### src/rtl/chunked_seq_adder_pkg.sv
// -----------------------------------------------------------------------------
// adder_pkg
//   Shared types and helpers for the chunked sequential adder.
//   - adder_state_t : FSM state encoding (IDLE -> CALC -> DONE).
//   - cnt_width()   : width of the chunk counter. It returns at least 1, so that
//                     a single-chunk configuration still has a legal counter.
// -----------------------------------------------------------------------------
package adder_pkg;

    typedef enum logic [1:0] {
        ST_IDLE = 2'd0,
        ST_CALC = 2'd1,
        ST_DONE = 2'd2
    } adder_state_t;

    function automatic int cnt_width(input int nchunk);
        return (nchunk > 1) ? $clog2(nchunk) : 1;
    endfunction

endpackage

### src/rtl/chunked_seq_adder_chunk_full_adder.sv
// -----------------------------------------------------------------------------
// chunk_full_adder
//   Combinational W-bit ripple-carry full-adder slice. It is one full-adder
//   cell per bit, chained through the carry.
//   Ports:
//     a, b : W-bit addends
//     cin  : carry into bit 0
//     sum  : W-bit sum
//     cout : carry out of bit W-1
// -----------------------------------------------------------------------------
module chunk_full_adder #(
    parameter int W = 4
) (
    input  logic [W-1:0] a,
    input  logic [W-1:0] b,
    input  logic         cin,
    output logic [W-1:0] sum,
    output logic         cout
);

    logic [W:0] carry;

    assign carry[0] = cin;

    for (genvar gi = 0; gi < W; gi++) begin : g_bit
        assign sum[gi]     = a[gi] ^ b[gi] ^ carry[gi];
        assign carry[gi+1] = (a[gi] & b[gi]) | (carry[gi] & (a[gi] ^ b[gi]));
    end

    assign cout = carry[W];

endmodule

### src/rtl/chunked_seq_adder.sv
// -----------------------------------------------------------------------------
// chunked_seq_adder
//   Multi-cycle adder/subtractor. It processes a WIDTH-bit operand pair CHUNK
//   bits per cycle, starting with the LSB chunk. A single chunk_full_adder slice
//   is reused on every cycle, and the carry between cycles is held in a register.
//   Ports:
//     clk_i, rst_ni          : clock (rising edge), synchronous active-low reset
//     in_valid_i/in_ready_o  : operand handshake (ready only in IDLE)
//     a_i, b_i, cin_i, sub_i : operands; sub_i=1 computes A-B and ignores cin_i
//     out_valid_o/out_ready_i: result handshake (valid only in DONE)
//     sum_o, cout_o, ovf_o   : result, final carry (no-borrow when
//                              subtracting), signed overflow
//     busy_o                 : high in CALC or DONE
// -----------------------------------------------------------------------------
module chunked_seq_adder
    import adder_pkg::*;
#(
    parameter int WIDTH = 16,
    parameter int CHUNK = 4
) (
    input  logic             clk_i,
    input  logic             rst_ni,
    input  logic             in_valid_i,
    output logic             in_ready_o,
    input  logic [WIDTH-1:0] a_i,
    input  logic [WIDTH-1:0] b_i,
    input  logic             cin_i,
    input  logic             sub_i,
    output logic             out_valid_o,
    input  logic             out_ready_i,
    output logic [WIDTH-1:0] sum_o,
    output logic             cout_o,
    output logic             ovf_o,
    output logic             busy_o
);

    localparam int NCHUNK = WIDTH / CHUNK;
    localparam int CNT_W  = cnt_width(NCHUNK);

    if ((CHUNK < 1) || (WIDTH % CHUNK != 0)) begin : g_bad_params
        $error("chunked_seq_adder: WIDTH must be a positive multiple of CHUNK");
    end

    adder_state_t     state_reg, state_next;
    logic [WIDTH-1:0] a_reg, a_next;
    logic [WIDTH-1:0] b_reg, b_next;     // already inverted for subtraction
    logic [WIDTH-1:0] sum_reg, sum_next;
    logic             carry_reg, carry_next;
    logic [CNT_W-1:0] cnt_reg, cnt_next;
    logic             cout_reg, cout_next;
    logic             ovf_reg, ovf_next;

    // The operands are viewed as arrays of chunks so that the slice mux is a
    // plain indexed selection.
    logic [CHUNK-1:0] a_chunks [NCHUNK];
    logic [CHUNK-1:0] b_chunks [NCHUNK];

    for (genvar gi = 0; gi < NCHUNK; gi++) begin : g_chunk
        assign a_chunks[gi] = a_reg[gi*CHUNK +: CHUNK];
        assign b_chunks[gi] = b_reg[gi*CHUNK +: CHUNK];
    end

    logic [CHUNK-1:0] a_slice, b_slice, slice_sum;
    logic             slice_cout;
    logic             last_chunk;

    always_comb begin
        a_slice = '0;
        b_slice = '0;
        for (int k = 0; k < NCHUNK; k++) begin
            if (cnt_reg == CNT_W'(k)) begin
                a_slice = a_chunks[k];
                b_slice = b_chunks[k];
            end
        end
    end

    chunk_full_adder #(.W(CHUNK)) u_slice (
        .a    (a_slice),
        .b    (b_slice),
        .cin  (carry_reg),
        .sum  (slice_sum),
        .cout (slice_cout)
    );

    assign last_chunk = (cnt_reg == CNT_W'(NCHUNK - 1));

    always_comb begin
        state_next = state_reg;
        a_next     = a_reg;
        b_next     = b_reg;
        sum_next   = sum_reg;
        carry_next = carry_reg;
        cnt_next   = cnt_reg;
        cout_next  = cout_reg;
        ovf_next   = ovf_reg;

        unique case (state_reg)
            ST_IDLE: begin
                if (in_valid_i) begin
                    a_next     = a_i;
                    b_next     = sub_i ? ~b_i : b_i;
                    carry_next = sub_i ? 1'b1 : cin_i;
                    sum_next   = '0;
                    cnt_next   = '0;
                    cout_next  = 1'b0;
                    ovf_next   = 1'b0;
                    state_next = ST_CALC;
                end
            end
            ST_CALC: begin
                for (int k = 0; k < NCHUNK; k++) begin
                    if (cnt_reg == CNT_W'(k)) begin
                        sum_next[k*CHUNK +: CHUNK] = slice_sum;
                    end
                end
                carry_next = slice_cout;
                if (last_chunk) begin
                    cnt_next   = '0;
                    cout_next  = slice_cout;
                    // The last slice holds the result MSB, so overflow is
                    // taken from the fresh slice sum and not from sum_reg.
                    ovf_next   = (a_reg[WIDTH-1] == b_reg[WIDTH-1]) &&
                                 (slice_sum[CHUNK-1] != a_reg[WIDTH-1]);
                    state_next = ST_DONE;
                end else begin
                    cnt_next = cnt_reg + CNT_W'(1);
                end
            end
            ST_DONE: begin
                if (out_ready_i) begin
                    state_next = ST_IDLE;
                end
            end
            default: begin
                state_next = ST_IDLE;
            end
        endcase
    end

    always_ff @(posedge clk_i) begin
        if (!rst_ni) begin
            state_reg <= ST_IDLE;
            a_reg     <= '0;
            b_reg     <= '0;
            sum_reg   <= '0;
            carry_reg <= 1'b0;
            cnt_reg   <= '0;
            cout_reg  <= 1'b0;
            ovf_reg   <= 1'b0;
        end else begin
            state_reg <= state_next;
            a_reg     <= a_next;
            b_reg     <= b_next;
            sum_reg   <= sum_next;
            carry_reg <= carry_next;
            cnt_reg   <= cnt_next;
            cout_reg  <= cout_next;
            ovf_reg   <= ovf_next;
        end
    end

    assign in_ready_o  = (state_reg == ST_IDLE);
    assign out_valid_o = (state_reg == ST_DONE);
    assign busy_o      = (state_reg != ST_IDLE);
    assign sum_o       = sum_reg;
    assign cout_o      = cout_reg;
    assign ovf_o       = ovf_reg;

endmodule

### config.mk
export PLATFORM = sky130hd
export DESIGN_NAME = chunked_seq_adder
export DESIGN_NICKNAME = d
export VERILOG_FILES = /design/src/rtl/chunked_seq_adder_pkg.sv /design/src/rtl/chunked_seq_adder_chunk_full_adder.sv /design/src/rtl/chunked_seq_adder.sv
export SDC_FILE = /design/constraint.sdc
export NUM_CORES = 1
export LEC_CHECK = 0
export ABC_AREA = 1
export BUFFER_PORTS_ARGS = -buffer_cell sky130_fd_sc_hd__clkbuf_2
export CORE_UTILIZATION = 50
export CTS_CLUSTER_SIZE = 40
export DETAILED_ROUTE_END_ITERATION = 6
export PLACE_DENSITY = 0.79
export SLEW_MARGIN = 20
export SYNTH_ARGS = -nofsm -noshare
export SYNTH_HDL_FRONTEND = slang
export SYNTH_SLANG_ARGS = --single-unit
### constraint.sdc
create_clock -name clk_i -period 4.1 [get_ports clk_i]
set_input_delay 1.025 -clock clk_i [delete_from_list [all_inputs] [get_ports clk_i]]
set_output_delay 1.025 -clock clk_i [all_outputs]
set_load 0.01 [all_outputs]
==> summary.txt <==
Critical path
  – Terminus of the critical flop-to-flop path: sum_o[3]$_SDFFE_PN0P_
  – Critical-path top delay cell: fa_1
  – Slowest stage delay, CP: 0.49 ns
  – CP Class: reg -> reg
  – Crit path DAT: 3.73 ns
  – R2R depth: 14
  – Reg-to-Reg Start: cnt_reg[1]$_SDFFE_PN0P_
  – Worst Setup End Kind: flop
  – Worst path cell trace: inv_1 > ha_1 > clkinv_1 > nand2_1 > o211ai_1 > a21oi_1 > fa_1 > inv_1 > fa_1 > fa_1 > fa_1 > nor2_1 > nand2_1 > a21oi_1
  – Max FO, Critical Path: 9
  – Cell mode on critical path: fa_1
  – CP startpoint kind: flop
  – Data required, critical path: 4.35 ns
  – FF-to-FF setup slack: 0.61 ns

Min path
  – Worst Hold Class: reg -> reg
  – Min-delay src: sum_o[6]$_SDFFE_PN0P_
  – Hold EP: sum_o[6]$_SDFFE_PN0P_
  – WHS Path Cells: 2

Cells and area
  – Most common cell after layout, fill and taps aside: nand2_1
  – Share of layout cells above drive strength 1: 18.2%
  – Commonest non-fill, non-tap cells in the layout: 94 x nand2_1, 58 x clkbuf_2, 55 x dfxtp_1
  – Nets: 451
  – Ant diodes: 0
  – P&R area growth vs syn: 14.3%

Place
  – Final GP Congestion: 0.873
  – Port buffer count: 58
  – DP HPWL: 4280 um

Route
  – Drt via density: 5.05
  – Initial DRC count: 212
  – Via count: 2389
  – Routed wire per std cell: 12.3 um
  – Routed Wire Length: 5830 um
  – Final ANT Viol Nets: 0
  – Drt drc: 0
  – 1st-pass router iterations: 5

Logic synthesis
  – Synth Register Bits: 55
  – Mux cell area share after synthesis: 0%
  – Compound-cell area share of the yosys netlist: 16.5%
  – Syn Std Cell Area: 0.00262 mm^2
  – Mapped Avg Cell Area: 7.36 um^2
  – Synthesized instance count: 356
  – Syn nets: 402
  – Ys Warns: 0
  – Synth cell types: 24
  – Largest family of logic cells by synthesized area: simple AND/OR/NAND/NOR gates
  – Post-Synth XOR/XNOR Area: 5.35%
  – Simple-Gate Fraction of Synth Area: 24.4%
  – Seq/Total Area, Yosys: 42.0%
  – Adder-cell share of the synthesized area: 4.97%

Floorplan
  – Initial Util: 53.7%
  – Die area: 0.00553 mm^2
  – Boundary Pins: 59
  – Core area: 0.00488 mm^2
  – # rows: 25
  – Die Ht: 74.4 um
  – Die span in x: 74.4 um

Power and ir drop
  – Internal power: 0.811 mW
  – Switching share of power: 29.0%
  – Power Dens Cells: 381 mW/mm^2
  – Comb pwr share: 19.4%
  – Overall power: 1.14 mW
  – Sequential Power Share: 52.5%
  – P_sw: 0.331 mW
  – Clk pwr share: 28.1%
  – Leakage power: 1.35 nW
  – VDD IR max: 0.183 mV

CTS
  – CTS buffer count: 5
  – Setup bufs post-CTS: 0
  – CTS Hold Bufs: 0
  – Root Buffer: clkbuf_8
  – Clock sink count: 55
  – CTS tree: done
  – Max Root-Sink Buffers: 2
  – Clock-pin slew on the worst setup and hold paths: 0.09 ns
  – Resize count post-CTS: 0
  – CTS H-tree depth: 2
  – Worst skew pair latency: 0.31 ns

Global route
  – Initial antenna violation count: 0
  – First-pass GRT wire length: 10200 um
  – Total grt overflow: 0
  – Total track usage: 23.7%
  – Number of global-route vias before repair: 2281
  – Largest net degree at the start of global routing: 43

STA
  – Final setup viols: 0
  – Maximum clock frequency: 287 MHz
  – Clock Skew: 0.00319 ns
  – RSZ-0062 raised after global routing: no
  – Hold Fails Final Rpt: 0
  – Setup_tns: 0 ns
  – Final Slew Violations: 0
  – Relative slew slack: 65.6%
  – Crit share post-route: 85.0%
  – Worst Tran Pin Value: 0.515 ns
  – Fin crit period: 3.49 ns

Outcome
  – Status: finished, final reports clean

Run
  – Max-cap violations: 0
-- power by group through the flow --
stage / clock network, mW / logic [mW] / registers, mW
global route: 0.343 / 0.257 / 0.603
CTS: 0.325 / 0.222 / 0.599
detailed placement: 0 / 0.222 / 0.611
finish: 0.321 / 0.222 / 0.599
global placement: 0 / 0.215 / 0.610
floorplan: 0 / 0.163 / 0.606
-- metal layers --
layer | wire length [um] | global-route usage [%] | up-vias
li1 | - | - | 1236
met1 | 2500 | 29.2 | 1070
met3 | 336 | 5.01 | 15
met4 | 134 | 10.9 | 0
met5 | 0 | 0 | -
met2 | 2860 | 39.7 | 68
-- synth_stat cells --
cell / number / area share, %
fa_1: 4 / 3.1
buf_4: 2 / 0.57
clkbuf_1: 7 / 1.0
o211ai_1: 4 / 1.1
xor2_1: 16 / 5.3
nand2_1: 94 / 13
nand3_1: 8 / 1.5
o21a_1: 2 / 0.57
clkinv_1: 3 / 0.43
nand2_4: 1 / 0.43
nor2_4: 1 / 0.43
inv_1: 15 / 2.1
inv_2: 1 / 0.14
a21oi_2: 1 / 0.33
nand2_2: 3 / 0.72
buf_6: 4 / 1.7
dfxtp_1: 55 / 42
nor2_1: 52 / 7.4
buf_2: 4 / 0.76
ha_1: 4 / 1.9
a21oi_1: 47 / 9.0
o21ai_0: 24 / 4.6
a22oi_1: 3 / 0.86
nand3_2: 1 / 0.38
-- through the flow --
step | setup slack, ns | cells | hold WS [ns] | util [%] | area (um^2)
final | 0.614 | 473 | 0.466 | 61.4 | 3000
after global routing | 0.292 | 473 | 0.489 | 61.4 | 3000
after CTS | 0.628 | 473 | 0.469 | 61.4 | 3000
after detailed placement | 0.652 | 465 | 0.455 | 59.3 | 2900
after global placement | 0.808 | 465 | 0.451 | 59.3 | 2900
after floorplan | 0.989 | 356 | 0.444 | - | 2620
-- final cells by class --
class | instances | area, um^2
fill | 490 | 1880
multi-input combinational | 265 | 1340
sequential | 55 | 1100
timing repair buffer | 59 | 298
clock buffer | 8 | 100
tap | 67 | 83.8
inverter | 19 | 71.3
-- worst max-delay path by stage --
stage | from | end | slack, ns | cells after the start
floorplan | cnt_reg[1]$_SDFFE_PN0P_ | ovf_o$_SDFFE_PN0P_ | 0.99 | 16
global placement | cnt_reg[1]$_SDFFE_PN0P_ | sum_o[7]$_SDFFE_PN0P_ | 0.81 | 14
detailed placement | cnt_reg[1]$_SDFFE_PN0P_ | sum_o[3]$_SDFFE_PN0P_ | 0.65 | 14
CTS | cnt_reg[1]$_SDFFE_PN0P_ | sum_o[3]$_SDFFE_PN0P_ | 0.63 | 14
global route | cnt_reg[1]$_SDFFE_PN0P_ | sum_o[7]$_SDFFE_PN0P_ | 0.29 | 14
finish | cnt_reg[1]$_SDFFE_PN0P_ | sum_o[3]$_SDFFE_PN0P_ | 0.61 | 14
-- cells by family (layout without fill, tap and decap cells) --
kind of cell	Yosys count	count (layout)
AO/OA/AOI/OAI	81	81
XOR/XNOR	16	16
adder cells (fa/ha/maj)	8	8
buffers and inverters	36	86
flip-flops	55	55
AND/OR/NAND/NOR	160	160
-- critical path: cells and delay by family (launching register included) --
family          cells  cell delay, ns
fa+ha+maj           5            1.75
simple gates        3            0.47
compound gates      3            0.43
buf+inv             3            0.41
flops               1            0.35
Power figures use the tool's default switching activity.
